--- src/rtl/uart_poller_pkg.sv ---
// rtl/uart_poller_pkg.sv - shared types and constants for the uart RX poller
package uart_poller_pkg;

  typedef enum logic [2:0] {
    IDLE,
    ST_AR,
    ST_R,
    DAT_AR,
    DAT_R,
    GAP
  } state_t;

  localparam logic [1:0] RESP_OKAY   = 2'b00;
  localparam logic [1:0] RESP_SLVERR = 2'b10;
  localparam logic [1:0] RESP_DECERR = 2'b11;

  // Defaults mirror the uart register map.
  localparam logic [31:0] UART_BASE_DEF  = 32'h0001_0000;
  localparam logic [31:0] STATUS_OFS_DEF = 32'h0000_0014;
  localparam logic [31:0] RXDATA_OFS_DEF = 32'h0000_0018;

  localparam int ADDR_W = 32;
  localparam int DATA_W = 32;
  localparam int ID_W   = 5;

endpackage

--- src/rtl/sync_fifo.sv ---
// rtl/sync_fifo.sv - first-word-fall-through synchronous FIFO with exact occupancy
module sync_fifo #(
  parameter int WIDTH = 8,
  parameter int DEPTH = 8
) (
  input  logic                     clk,
  input  logic                     rst_n,
  input  logic                     push,
  input  logic [WIDTH-1:0]         din,
  input  logic                     pop,
  output logic [WIDTH-1:0]         dout,
  output logic                     empty,
  output logic                     full,
  output logic [$clog2(DEPTH):0]   level
);

  localparam int AW = $clog2(DEPTH);

  logic [WIDTH-1:0] mem [DEPTH];
  logic [AW-1:0]    wr_ptr;
  logic [AW-1:0]    rd_ptr;
  logic [AW:0]      count;
  logic             do_push;
  logic             do_pop;

  assign empty   = (count == '0);
  assign full    = (count == (AW+1)'(DEPTH));
  assign do_pop  = pop && !empty;
  assign do_push = push && (!full || do_pop);
  assign dout    = empty ? '0 : mem[rd_ptr];
  assign level   = count;

  always_ff @(posedge clk) begin
    if (do_push) begin
      mem[wr_ptr] <= din;
    end
  end

  // DEPTH is a power of two, so pointer overflow is the modulo wrap.
  always_ff @(posedge clk or negedge rst_n) begin
    if (!rst_n) begin
      wr_ptr <= '0;
      rd_ptr <= '0;
      count  <= '0;
    end else begin
      if (do_push) wr_ptr <= wr_ptr + AW'(1);
      if (do_pop)  rd_ptr <= rd_ptr + AW'(1);
      case ({do_push, do_pop})
        2'b10:   count <= count + (AW+1)'(1);
        2'b01:   count <= count - (AW+1)'(1);
        default: count <= count;
      endcase
    end
  end

endmodule

--- src/rtl/uart_rx_poller.sv ---
// rtl/uart_rx_poller.sv - AXI4 read master polling a uart and draining RX bytes to a stream FIFO
module uart_rx_poller
  import uart_poller_pkg::*;
#(
  parameter logic [31:0] UART_BASE    = UART_BASE_DEF,
  parameter logic [31:0] STATUS_OFS   = STATUS_OFS_DEF,
  parameter logic [31:0] RXDATA_OFS   = RXDATA_OFS_DEF,
  parameter int          RX_AVAIL_BIT = 1,
  parameter int          POLL_GAP     = 16,
  parameter int          FIFO_DEPTH   = 8
) (
  input  logic                          clk,
  input  logic                          rst_n,
  output logic [ADDR_W-1:0]             ar_addr,
  output logic [ID_W-1:0]               ar_id,
  output logic [7:0]                    ar_len,
  output logic [2:0]                    ar_size,
  output logic [1:0]                    ar_burst,
  output logic [2:0]                    ar_prot,
  output logic                          ar_valid,
  input  logic                          ar_ready,
  input  logic [ID_W-1:0]               r_id,
  input  logic [DATA_W-1:0]             r_data,
  input  logic [1:0]                    r_resp,
  input  logic                          r_last,
  input  logic                          r_valid,
  output logic                          r_ready,
  output logic [ADDR_W-1:0]             aw_addr,
  output logic [ID_W-1:0]               aw_id,
  output logic [7:0]                    aw_len,
  output logic [2:0]                    aw_size,
  output logic [1:0]                    aw_burst,
  output logic [2:0]                    aw_prot,
  output logic                          aw_valid,
  input  logic                          aw_ready,
  output logic [DATA_W-1:0]             w_data,
  output logic [DATA_W/8-1:0]           w_strb,
  output logic                          w_last,
  output logic                          w_valid,
  input  logic                          w_ready,
  input  logic [ID_W-1:0]               b_id,
  input  logic [1:0]                    b_resp,
  input  logic                          b_valid,
  output logic                          b_ready,
  input  logic                          enable,
  input  logic                          rx_irq,
  output logic [7:0]                    m_data,
  output logic                          m_valid,
  input  logic                          m_ready,
  output logic [$clog2(FIFO_DEPTH):0]   level,
  output logic                          err
);

  localparam int GW = $clog2(POLL_GAP) + 1;

  state_t          state;
  state_t          state_nxt;
  logic [GW-1:0]   gap_cnt;
  logic            gap_done;
  logic            push;
  logic            fifo_empty;
  logic            fifo_full;
  logic            unused_bus;

  assign gap_done = (gap_cnt == GW'(POLL_GAP - 1));

  always_ff @(posedge clk or negedge rst_n) begin
    if (!rst_n) state <= IDLE;
    else        state <= state_nxt;
  end

  // Polling only starts with room in the FIFO, so the data read it may lead to always fits.
  always_comb begin
    state_nxt = state;
    case (state)
      IDLE:   if (enable && !fifo_full) state_nxt = ST_AR;
      ST_AR:  if (ar_ready) state_nxt = ST_R;
      ST_R: begin
        if (r_valid) begin
          if (r_resp != RESP_OKAY)       state_nxt = GAP;
          else if (r_data[RX_AVAIL_BIT]) state_nxt = DAT_AR;
          else                           state_nxt = GAP;
        end
      end
      DAT_AR: if (ar_ready) state_nxt = DAT_R;
      DAT_R:  if (r_valid) state_nxt = (r_resp == RESP_OKAY) ? IDLE : GAP;
      GAP:    if (rx_irq || gap_done) state_nxt = IDLE;
      default: state_nxt = IDLE;
    endcase
  end

  always_comb begin
    ar_addr  = '0;
    ar_valid = 1'b0;
    r_ready  = 1'b0;
    push     = 1'b0;
    case (state)
      ST_AR: begin
        ar_addr  = UART_BASE + STATUS_OFS;
        ar_valid = 1'b1;
      end
      ST_R:  r_ready = 1'b1;
      DAT_AR: begin
        ar_addr  = UART_BASE + RXDATA_OFS;
        ar_valid = 1'b1;
      end
      DAT_R: begin
        r_ready = 1'b1;
        push    = r_valid && (r_resp == RESP_OKAY);
      end
      default: ;
    endcase
  end

  always_ff @(posedge clk or negedge rst_n) begin
    if (!rst_n)                              gap_cnt <= '0;
    else if (state == GAP && state_nxt == GAP) gap_cnt <= gap_cnt + GW'(1);
    else                                     gap_cnt <= '0;
  end

  always_ff @(posedge clk or negedge rst_n) begin
    if (!rst_n)                                        err <= 1'b0;
    else if (r_valid && r_ready && r_resp != RESP_OKAY) err <= 1'b1;
  end

  assign ar_id    = '0;
  assign ar_len   = '0;
  assign ar_size  = '0;
  assign ar_burst = '0;
  assign ar_prot  = '0;
  assign aw_addr  = '0;
  assign aw_id    = '0;
  assign aw_len   = '0;
  assign aw_size  = '0;
  assign aw_burst = '0;
  assign aw_prot  = '0;
  assign aw_valid = 1'b0;
  assign w_data   = '0;
  assign w_strb   = '0;
  assign w_last   = 1'b0;
  assign w_valid  = 1'b0;
  assign b_ready  = 1'b0;

  assign unused_bus = ^{r_id, r_last, r_data, aw_ready, w_ready, b_id, b_resp, b_valid};

  sync_fifo #(
    .WIDTH (8),
    .DEPTH (FIFO_DEPTH)
  ) u_fifo (
    .clk   (clk),
    .rst_n (rst_n),
    .push  (push),
    .din   (r_data[7:0]),
    .pop   (m_ready),
    .dout  (m_data),
    .empty (fifo_empty),
    .full  (fifo_full),
    .level (level)
  );

  assign m_valid = !fifo_empty;

endmodule

--- config.mk ---
export PLATFORM = sky130hd
export DESIGN_NAME = uart_rx_poller
export DESIGN_NICKNAME = d
export VERILOG_FILES = /design/src/rtl/uart_poller_pkg.sv /design/src/rtl/sync_fifo.sv /design/src/rtl/uart_rx_poller.sv
export SDC_FILE = /design/constraint.sdc
export NUM_CORES = 1
export LEC_CHECK = 0
export CORE_AREA = 2 2 110 112
export CTS_BUF_LIST = sky130_fd_sc_hd__clkbuf_16
export CTS_CLUSTER_DIAMETER = 50
export DETAILED_ROUTE_END_ITERATION = 16
export DIE_AREA = 0 0 112 114
export HOLD_SLACK_MARGIN = 0.06
export PLACE_DENSITY = 0.82
export RECOVER_POWER = 100
export SYNTH_ARGS = -nofsm -noshare
export SYNTH_HDL_FRONTEND = slang
export SYNTH_HIERARCHICAL = 1
export SYNTH_SLANG_ARGS = --single-unit
--- constraint.sdc ---
create_clock -name clk -period 4.6 [get_ports clk]
set_input_delay 0.92 -clock clk [delete_from_list [all_inputs] [get_ports clk]]
set_output_delay 0.92 -clock clk [all_outputs]
set_load 0.01 [all_outputs]
# Word level (Yosys, flattened, before mapping)
# Memories as Yosys holds them, arrays and structs flattened.
# Cells that the tools add are included.
# word_totals
reg_bits,19
ramBits,64
input_bits,57
output_inout_bits,162
elab_cells,59
n_memories,1
# classes
n_addsub,5
n_eq_ne,10
muxes,19
n_reduce_logical,18
# memory_table
memory,depth,width,rd,rd_clocked_by_memory_dff,wr,line,source
u_fifo.mem,8,8,1,0,1,sync_fifo.sv:19,logic [WIDTH-1:0] mem [DEPTH];
# op_table
operator,count
one-hot mux 17 bit (2 select lines),1
2-to-1 mux 3 bit,9
one-hot mux 3 bit (6 select lines),1
"== test 3 bit, second input constant",3
2-to-1 mux 8 bit,1
one-hot mux 4 bit (2 select lines),1
logical AND 1 bit,7
"adder 3 x 1 -> 3 bit, second input constant",2
"== test 3 x 2 -> 1 bit, second input constant",2
"adder 5 x 1 -> 5 bit, second input constant",1
"== test 5 x 4 -> 1 bit, second input constant",1
2-to-1 mux 1 bit,5
2-to-1 mux 5 bit,1
"adder 4 x 1 -> 4 bit, second input constant",1
"== test 4 bit, second input constant",1
zero test 4 bit,1
nonzero test 2 bit,2
OR reduction 2 bit,2
"subtractor 4 x 1 -> 4 bit, second input constant",1
"== test 3 x 1 -> 1 bit, second input constant",1
zero test 3 bit,1
"== test 2 x 1 -> 1 bit, second input constant",1
"== test 2 bit, second input constant",1
zero test 1 bit,2
other kinds (2),3

# Logic depth before layout (Yosys ltp)
# Gate-level depths: netlist (run 1).
# depth
depth_word,8
ltp_mapped,10
ltp_nobuf,10

# Hierarchy
# The synthesis (run 1) kept the hierarchy.
# modules_own_cells
module,n_inst,cells_per_inst,area_each_um2,seq_area_each_um2
sync_fifo,1,168,3104.2,2172.1
uart_rx_poller,1,197,1634.1,225.2

# Worst setup path after synthesis (run 1)
# Ideal clock, no wire load.
# synth_path
path_kind,input-to-reg
from,in r_resp[1]
to,mem u_fifo.mem[4][0] (enable)
setup_time_ns,0.383
arrival_ns,3.490
required_time_ns,4.217
slack_ns,0.726
cell_stages,5
n_path_buf,0
cell_sequence,or2_2 > nor4_1 > o31ai_4 > or2_2 > nor3_1
# synth_via
elab_chain_len,6
# synth_lines
item,line,source
"start, declared",uart_rx_poller.sv:24,"input logic [1:0] r_resp,"
zero test 2 bit,uart_rx_poller.sv:109,push = r_valid && (r_resp == RESP_OKAY);
logical AND 1 bit,uart_rx_poller.sv:109,
2-to-1 mux 1 bit,uart_rx_poller.sv:97,case (state)
via push,uart_rx_poller.sv:60,logic push;
logical AND 1 bit,sync_fifo.sv:29,assign do_push = push && (!full || do_pop);
2-to-1 mux 1 bit,sync_fifo.sv:34,if (do_push) begin
2-to-1 mux 1 bit (implied by the code),sync_fifo.sv:35,mem[wr_ptr] <= din;
"end, declared",sync_fifo.sv:19,
# The timed path passes the listed nets, and every way through them passes these cells.

# Worst setup path in the final report (run 1)
# layout_path
from,in r_resp[1]
to,mem u_fifo.mem[4][6] (enable)
# Same word-level chain as after synthesis.

==> results of run 1 <==
[final cells by class]
type,count,area [um^2],area share [%]
inverters,12,45.0,0.906
flip-flops and latches,83,2400,48.2
clock buffers,9,225,4.53
repair buffers,48,409,8.23
multi-input cells,258,1650,33.2
clock inverters,7,58.8,1.18
well taps,147,184,3.70
[registers in the layout, indices dropped and copies added (netlist names)]
signal / cells
u_fifo/wr_ptr: 3
u_fifo/mem: 64
err: 1
gap_cnt: 5
u_fifo/rd_ptr: 3
u_fifo/level: 4
state: 3
[power breakdown]
group	total [mW]	internal [mW]	switching [mW]
combinational	0.868	0.458	0.409
clock	0.667	0.374	0.293
sequential	1.01	0.875	0.134
[cell families after synthesis]
family / Yosys count
compound gates: 21
xor+xnor: 9
fa+ha+maj: 7
buf+inv: 165
flops: 83
mux: 28
other cells: 1
simple gates: 51
[placed cells by master, fill, tap and decap left out, types with 2 or more instances in the layout]
| master | Yosys | layout |
|---|---|---|
| ha_1 | 6 | 6 |
| inv_1 | 12 | 12 |
| mux2i_1 | 9 | 9 |
| o311ai_0 | 1 | 2 |
| inv_6 | 0 | 2 |
| clkdlybuf4s50_1 | 0 | 7 |
| nor2b_1 | 2 | 2 |
| dfrtp_1 | 19 | 19 |
| xor2_1 | 3 | 3 |
| nand2b_1 | 5 | 5 |
| or2_2 | 2 | 2 |
| xnor2_1 | 6 | 6 |
| nor2_4 | 2 | 2 |
| clkinv_4 | 0 | 3 |
| nor4_1 | 2 | 2 |
| dlygate4sd3_1 | 0 | 29 |
| edfxtp_1 | 64 | 64 |
| o21ai_0 | 1 | 2 |
| nor3b_1 | 2 | 2 |
| nor2_2 | 3 | 3 |
| a31oi_1 | 1 | 2 |
| nor2_1 | 17 | 17 |
| mux4_2 | 16 | 16 |
| clkbuf_1 | 1 | 11 |
| or3_1 | 2 | 2 |
| a21oi_1 | 3 | 3 |
| nor3_1 | 4 | 4 |
| conb_1 | 1 | 142 |
| mux2_2 | 2 | 2 |
| nand3b_1 | 2 | 2 |
| clkbuf_16 | 0 | 9 |
[final timing paths]
kind	from	endpoint	cells after the start
worst max register to register	u_fifo/level[1]$_DFFE_PN0P_	u_fifo/level[3]$_DFFE_PN0P_	9
worst min-delay path	gap_cnt[0]$_DFF_PN0_	gap_cnt[0]$_DFF_PN0_	1
worst min register to register	gap_cnt[0]$_DFF_PN0_	gap_cnt[0]$_DFF_PN0_	1
worst max-delay path	r_resp[1]	u_fifo/mem[4][6]$_DFFE_PP_	8
max in group asynchronous	rst_n	u_fifo/rd_ptr[0]$_DFFE_PN0N_	1
min in group asynchronous	rst_n	gap_cnt[0]$_DFF_PN0_	1
[layer usage]
metal / wire length [um] / global-route usage (%)
met1: 2860 / 12.6
met2: 3770 / 19.8
met3: 442 / 2.66
met4: 40 / 3.33
met5: 0 / 0
[worst max-delay path, cell delays in order]
cell and delay [ns]:
dlygate4sd3_1 0.56, or2_2 0.34, nor4_1 0.28, clkbuf_1 0.29, o31ai_1 0.30, or2_2 0.40, nor3_1 0.17, clkbuf_1 0.49
[synthesized netlist by cell type, types with 2 or more instances]
cell type / number
xor2_1: 3
nand3b_1: 2
dfrtp_1: 19
edfxtp_1: 64
nand2b_1: 5
buf_6: 2
inv_1: 12
mux4_2: 16
ha_1: 6
xnor2_1: 6
buf_4: 145
mux2_2: 2
or2_2: 2
buf_2: 2
nor3b_1: 2
buf_1: 2
or3_1: 2
mux2i_1: 9
a21oi_1: 3
nor2_1: 17
nor2_2: 3
nor2_4: 2
nor4_1: 2
nor3_1: 4
nor2b_1: 2
[through the flow]
| step | hold slack [ns] | util, % | std cells | worst slack, ns | power (mW) |
|---|---|---|---|---|---|
| after CTS | 0.478 | 43.1 | 564 | 1.16 | 2.64 |
| after global placement | 0.456 | 40.7 | 548 | 0.974 | 1.93 |
| final | 0.473 | 42.4 | 564 | 0.806 | 2.54 |
| after global routing | 0.500 | 42.4 | 564 | 0.655 | 2.70 |
| after detailed placement | 0.465 | 40.7 | 548 | 0.824 | 1.97 |
| after floorplan | 0.440 | - | 506 | 0.726 | 1.73 |
==> metrics, run 1 <==
CTS Sinks 83; chip width 112 um; filler cell count in the final layout between 1000 and 1500; H-tree depth 3; number of diodes 0; via count approximately 2400; post-synthesis simple-gate area fraction 6.39%; placed inst area between 4000 and 5000 um^2; area leader, netlist edfxtp_1; final WL 7120 um; fin nets 476; post-synth top area share 40.6%; Seq cells post-synth 83; Layout area overhead 4.89%; row cnt 40; Port Buf Inserts 36; EDFF count, synth 64; CTS tree done; syn avg cell area 13.0 um^2; Initial DRC Count 116; status finished clean; post-route minimum period 3.79 ns; antenna-violating nets left 0; All-Layer GR Usage between 10% and 20%; post-synthesis compound-gate area fraction between 4 and 5%; asr flop ratio synth between 20% and 30%; worst-margin pin slew around 1.1 ns; Worst Path Max Fanout 8; number of global-route vias before repair roughly 2200; Cells after Synth 365; Synth Area in XOR/XNOR under 10%; clk_skew 0.00864 ns; root buf cell clkbuf_16; multiplexer share of the synthesized area 10.3%; initial antenna violation count 0; Yosys cell types 56; Crit. End Element flop; leak pwr 2.01 nW; Die Area 12800 um^2; largest net degree at the start of global routing 20; Hold Vio Cnt, Final 0; share of cells above drive strength 1 11.0%; Peak VDD IR 226 uV; Ys Warns 6; Num CTS Buffers 9; Setup CP Type input port to flop; Die Ht 114 um; RSZ-0062 raised after global routing no; CP arrival 3.76 ns; hold buffer count at cts 0; drt drc 0; first-pass GRT wire length 10800 um; Synth area leaders edfxtp_1 (41%), buf_4 (23%), dfrtp_1 (10%), mux4_2 (7.6%), mux2i_1 (1.9%); drt pass-1 iters 4; worst skew pair latency 0.33 ns; final worst-path cycle share roughly 82%; Critical Path Source Type input port; deepest clock path buffer count 2; DR WL/cell 12.6 um; # Post-CTS Setup Buffers 0; drt via density about 4.2; Slew Limit Fails 0; core area about 12000 um^2; sequential share of the synthesized area 50.6%; top_reg_cell synth edfxtp_1; Post-Synth Adder-Cell Area 2.01%; P per Cell Area a little over 500 nW/um^2; worst rel slew slack 25.5%; R2R Setup Slk 1.64 ns; Worst EP required 4.56 ns; Syn Std Cell Area between 4000 and 5000 um^2; Initial Util 40.5%; Overflow after GRT 0; Final Instance Area 4970 um^2; hold crit path type flop to flop; hpwl dp 5130 um; max_cap viols 0; fmax 264 MHz; setup_tns 0 ns; Setup-failing EPs final 0; Worst-path clk slew around 0.060 ns; largest family of logic cells by synthesized area buffers and inverters; number of primary I/O pins approximately 220; Final GP Congestion 0.775; Post-CTS Resized 0
Power figures use the tool's default switching activity.
==> run 2: changes to the inputs <==
clock period = 4 ns   (was 4.6 ns; I/O delays follow)
==> metrics, run 2 (synthesis results as in run 1) <==
core area 11700 um^2 (unchanged); Initial DRC Count 102 (was 116); Overflow after GRT 0 (unchanged); hpwl dp 5350 um (was 5130 um); Reg area 2400 um^2 (unchanged); Final Util 42.8% (was 42.4%); worst skew pair latency 0.35 ns (was 0.33 ns); max FFs per register 64 (unchanged); Num CTS Buffers 9 (unchanged); P per Cell Area 598 nW/um^2 (was 512 nW/um^2); largest net degree at the start of global routing 20 (unchanged); CTS Sinks 83 (unchanged); filler cell count in the final layout 1075 (was 1063); most frequent cells in the layout conb_1 (142), edfxtp_1 (64), dlygate4sd3_1 (29), dfrtp_1 (19), nor2_1 (17) (unchanged); Final GP Congestion 0.775 (about the same); Port Buf Inserts 36 (unchanged); largest register by flop count u_fifo/mem (unchanged); drt drc 0 (unchanged); H-tree depth 3 (unchanged); Worst-path clk slew 0.07 ns (was 0.06 ns); final worst-path cycle share 86.4%; worst-margin pin slew 1.08 ns (was 1.11 ns); deepest clock path buffer count 2 (unchanged); Layout Cells excl Fill 565 (was 564); Layout area overhead 5.76% (was 4.89%); drt via density 4.30 (was 4.22); Psw 1.02 mW (was 836 uW); RSZ-0062 raised after global routing no (unchanged); clk_skew 0.0107 ns (was 0.00864 ns); post-route minimum period 3.46 ns; cell-internal power 1.98 mW (was 1.71 mW); Multi-input gate area 1650 um^2 (unchanged); antenna-violating nets left 0 (unchanged); share of cells above drive strength 1 12.7% (was 11.0%); DP Worst Slack 0.449 ns (was 0.824 ns); Hold Vio Cnt, Final 0 (unchanged); DR WL/cell 13.5 um (was 12.6 um); Initial Util 40.5% (unchanged); row cnt 40 (unchanged); CTS tree done (unchanged); final setup margin 0.542 ns (was 0.806 ns); Flop pwr share 39.0% (was 39.7%); clock share of power 27.2% (was 26.2%); Setup-failing EPs final 0 (unchanged); leak pwr 2.04 nW (was 2.01 nW); fmax 289 MHz; root buf cell clkbuf_16 (unchanged); number of global-route vias before repair 2236 (was 2184); Worst Path Max Fanout 9 (was 8); Net Sw Frac 33.9% (was 32.9%); Post-CTS Resized 0 (unchanged); max_cap viols 0 (unchanged); CP arrival 2.66 ns (was 3.76 ns); worst rel slew slack 27.5% (was 25.5%); fin nets 477 (was 476); first-pass GRT wire length 11500 um (was 10800 um); setup_tns 0 ns (unchanged); # Post-CTS Setup Buffers 0 (unchanged); final WL 7640 um (was 7120 um); Slew Limit Fails 0 (unchanged); Worst EP required 3.20 ns (was 4.56 ns); Peak VDD IR 323 uV (was 226 uV); Die Area 12800 um^2 (unchanged); Overall Power 3.00 mW (was 2.54 mW); hold crit path type flop to flop (unchanged); commonest non-fill, non-tap cell in the layout conb_1 (unchanged); DP Cell Count 549 (was 548); All-Layer GR Usage 11.8% (was 10.8%); Crit. End Element output port (was flop); drt pass-1 iters 5 (was 4); hold buffer count at cts 0 (unchanged); Setup CP Type flop to output port (was input port to flop); number of primary I/O pins 219 (unchanged); number of diodes 0 (unchanged); Comb pwr share 33.8% (was 34.1%); initial antenna violation count 0 (unchanged); Die Ht 114 um (unchanged); chip width 112 um (unchanged); via count 2431 (was 2382); Critical Path Source Type flop (was input port); status finished clean (unchanged)
run 2: cell count changes in the layout (fill, tap and decap cells not counted), sizes merged:
cell / before / now
buf: 1 / 7
clkbuf: 20 / 15
clkinv: 4 / 2
inv: 15 / 17
run 2: worst paths after layout:
path                                        startpoint                            to  slack (ns)  cells past startpoint
max                        u_fifo/level[1]$_DFFE_PN0P_                     m_data[2]        0.54                      5
min                                    err$_DFFE_PN0P_               err$_DFFE_PN0P_        0.48                      1
max reg2reg                u_fifo/level[1]$_DFFE_PN0P_   u_fifo/level[3]$_DFFE_PN0P_        1.03                      9
min reg2reg                            err$_DFFE_PN0P_               err$_DFFE_PN0P_        0.48                      1
max in group asynchronous                        rst_n  u_fifo/rd_ptr[1]$_DFFE_PN0N_        2.42                      1
min in group asynchronous                        rst_n            state[2]$_DFF_PN0_        1.02                      1
run 2: critical path, cell delays in order (launching register included):
cell           delay (ns)
dfrtp_1              0.41
or3_1                0.52
nor2_1               0.13
clkbuf_1             0.47
nor2_1               0.15
dlygate4sd3_1        0.64
run 2: cell type report:
class                      instances  share of cell area, %
timing repair buffer              49                   8.69
multi-input combinational        258                   32.9
tap                              147                   3.67
sequential                        83                   47.8
clock inverter                     7                   1.47
clock buffer                       9                   4.49
inverter                          12                  0.899
run 2: metal layers:
metal / vias to the layer above / wire length, um / GRT usage (%)
li1: 1090 / - / -
met1: 1206 / 2990 / 13.7
met2: 128 / 4080 / 21.5
met3: 7 / 496 / 2.50
met4: 0 / 77 / 4.39
met5: - / 0 / 0
run 2: power groups by stage:
| stage | sequential [mW] | clock [mW] | combinational [mW] |
|---|---|---|---|
| finish | 1.17 | 0.815 | 1.01 |
| global route | 1.18 | 0.861 | 1.13 |
| CTS | 1.17 | 0.828 | 1.10 |
| detailed placement | 1.19 | 0 | 1.09 |
| global placement | 1.17 | 0 | 1.05 |
| floorplan | 1.10 | 0 | 0.886 |
run 2: per-stage QoR:
stage	instance area, um^2	hold WS [ns]
after CTS	5070	0.480
after global placement	4770	0.455
after floorplan	5270	0.440
final	5010	0.478
after global routing	5010	0.489
after detailed placement	4770	0.459
==> run 3: changes to the inputs <==
CORE_AREA = 2 2 90 92   (was 2 2 110 112)
DIE_AREA = 0 0 92 94   (was 0 0 112 114)
DONT_BUFFER_PORTS = 1   (was unset)
PLACE_DENSITY = 0.8   (was 0.82)
==> metrics, run 3 (synthesis results as in run 1) <==
worst skew pair latency 0.34 ns (was 0.35 ns); Critical Path Source Type input port (was flop); first-pass GRT wire length 10300 um (was 11500 um); Peak VDD IR 406 uV (was 323 uV); row cnt 32 (was 40); Num CTS Buffers 9 (unchanged); Layout Cells excl Fill 478 (was 565); most frequent cells in the layout conb_1 (142), edfxtp_1 (64), dfrtp_1 (19), nor2_1 (17), mux4_2 (16) (was conb_1 (142), edfxtp_1 (64), dlygate4sd3_1 (29), dfrtp_1 (19), nor2_1 (17)); number of primary I/O pins 219 (unchanged); largest register by flop count u_fifo/mem (unchanged); drt pass-1 iters 4 (was 5); post-route minimum period 3.12 ns (was 3.46 ns); fmax 320 MHz (was 289 MHz); Psw 936 uW (was 1.02 mW); Slew Limit Fails 0 (unchanged); # Post-CTS Setup Buffers 0 (unchanged); Initial DRC Count 176 (was 102); Initial Util 62.3% (was 40.5%); Final GP Congestion 0.814 (was 0.775); root buf cell clkbuf_16 (unchanged); Layout area overhead -3.51% (was 5.76%); cell-internal power 1.86 mW (was 1.98 mW); Die Ht 94 um (was 114 um); max FFs per register 64 (unchanged); worst rel slew slack 29.4% (was 27.5%); Flop pwr share 41.8% (was 39.0%); status finished clean (unchanged); Die Area 8650 um^2 (was 12800 um^2); hold crit path type input port to asynchronous set/reset pin (was flop to flop); Port Buf Inserts 0 (was 36); initial antenna violation count 0 (unchanged); clock share of power 29.8% (was 27.2%); Overflow after GRT 0 (unchanged); worst-margin pin slew 1.05 ns (was 1.08 ns); Crit. End Element flop (was output port); drt drc 0 (unchanged); drt via density 4.63 (was 4.30); Setup-failing EPs final 0 (unchanged); GRT Max-Usage Layer met2 (unchanged); All-Layer GR Usage 16.3% (was 11.8%); fin nets 435 (was 477); max_cap viols 0 (unchanged); met1 usage 18.3% (was 13.7%); hold buffer count at cts 0 (unchanged); Overall Power 2.80 mW (was 3.00 mW); core area 7610 um^2 (was 11700 um^2); Comb pwr share 28.3% (was 33.8%); CTS Sinks 83 (unchanged); final worst-path cycle share 78.0% (was 86.4%); antenna-violating nets left 0 (unchanged); final WL 6960 um (was 7640 um); largest net degree at the start of global routing 20 (unchanged); GR Layer Usage met2 27.9% (was 21.5%); share of cells above drive strength 1 12.5% (was 12.7%); clk_skew 0.0108 ns (was 0.0107 ns); P per Cell Area 612 nW/um^2 (was 598 nW/um^2); H-tree depth 3 (unchanged); Hold Vio Cnt, Final 0 (unchanged); DR WL/cell 14.6 um (was 13.5 um); number of diodes 0 (unchanged); DP Cell Count 462 (was 549); via count 2214 (was 2431); Worst-path clk slew 0.06 ns (was 0.07 ns); deepest clock path buffer count 2 (unchanged); CP arrival 3.09 ns (was 2.66 ns); Post-CTS Resized 0 (unchanged); Worst EP required 3.97 ns (was 3.20 ns); setup_tns 0 ns (unchanged); Worst Path Max Fanout 8 (was 9); Net Sw Frac 33.4% (was 33.9%); chip width 92 um (was 112 um); number of global-route vias before repair 2031 (was 2236); CTS tree done (unchanged); hold_ws 0.146 ns (was 0.478 ns); commonest non-fill, non-tap cell in the layout conb_1 (unchanged); M3 GR Usage 5.22% (was 2.50%); RSZ-0062 raised after global routing no (unchanged); R2R Setup Slk 0.96 ns (was 1.03 ns); filler cell count in the final layout 569 (was 1075); Setup CP Type input port to flop (was flop to output port); hpwl dp 5000 um (was 5350 um); leak pwr 1.85 nW (was 2.04 nW)
[run 3: metal layers]
metal | part of all wire, % | vias up
li1 | - | 1001
met1 | 36 | 1091
met2 | 55 | 110
met3 | 6.3 | 12
met4 | 2.3 | 0
met5 | 0 | -
[run 3: final timing paths]
| path | from | to | cells past startpoint |
|---|---|---|---|
| max in group asynchronous | rst_n | state[2]$_DFF_PN0_ | 0 |
| worst max-delay path | r_resp[1] | u_fifo/mem[5][1]$_DFFE_PP_ | 6 |
| min in group clk | gap_cnt[0]$_DFF_PN0_ | gap_cnt[0]$_DFF_PN0_ | 1 |
| worst min-delay path | rst_n | u_fifo/level[1]$_DFFE_PN0P_ | 0 |
| worst max register to register | u_fifo/level[1]$_DFFE_PN0P_ | u_fifo/level[3]$_DFFE_PN0P_ | 9 |
| worst min register to register | gap_cnt[0]$_DFF_PN0_ | gap_cnt[0]$_DFF_PN0_ | 1 |
[run 3: power groups by stage]
stage               Combinational, mW  Clock (mW)  Sequential [mW]
detailed placement              0.808           0             1.19
global route                    0.879       0.887             1.19
CTS                             0.810       0.853             1.17
floorplan                       0.886           0             1.10
finish                          0.793       0.835             1.17
global placement                0.779           0             1.19
[run 3: worst max-delay path: stages]
cell and delay [ns]:
or2_2 0.31, nor4_1 0.28, clkbuf_1 0.35, o31ai_1 0.32
or2_2 0.40, nor2_1 0.63
[run 3: metrics by stage]
stage / util (%) / setup WS, ns / area [um^2]
after floorplan: - / 0.246 / 5270
after global placement: 56.7 / 0.951 / 4310
after detailed placement: 56.7 / 0.862 / 4310
after CTS: 60.7 / 0.983 / 4620
after global routing: 60.1 / 0.718 / 4570
final: 60.1 / 0.880 / 4570
[run 3: cell type report]
type,count,area (um^2),area share (%)
timing repair buffer,7,30.0,0.657
sequential,83,2400,52.4
clock buffer,9,225,4.93
multi-input combinational,258,1670,36.4
clock inverter,7,81.3,1.78
tap,102,128,2.79
inverter,12,45.0,0.985
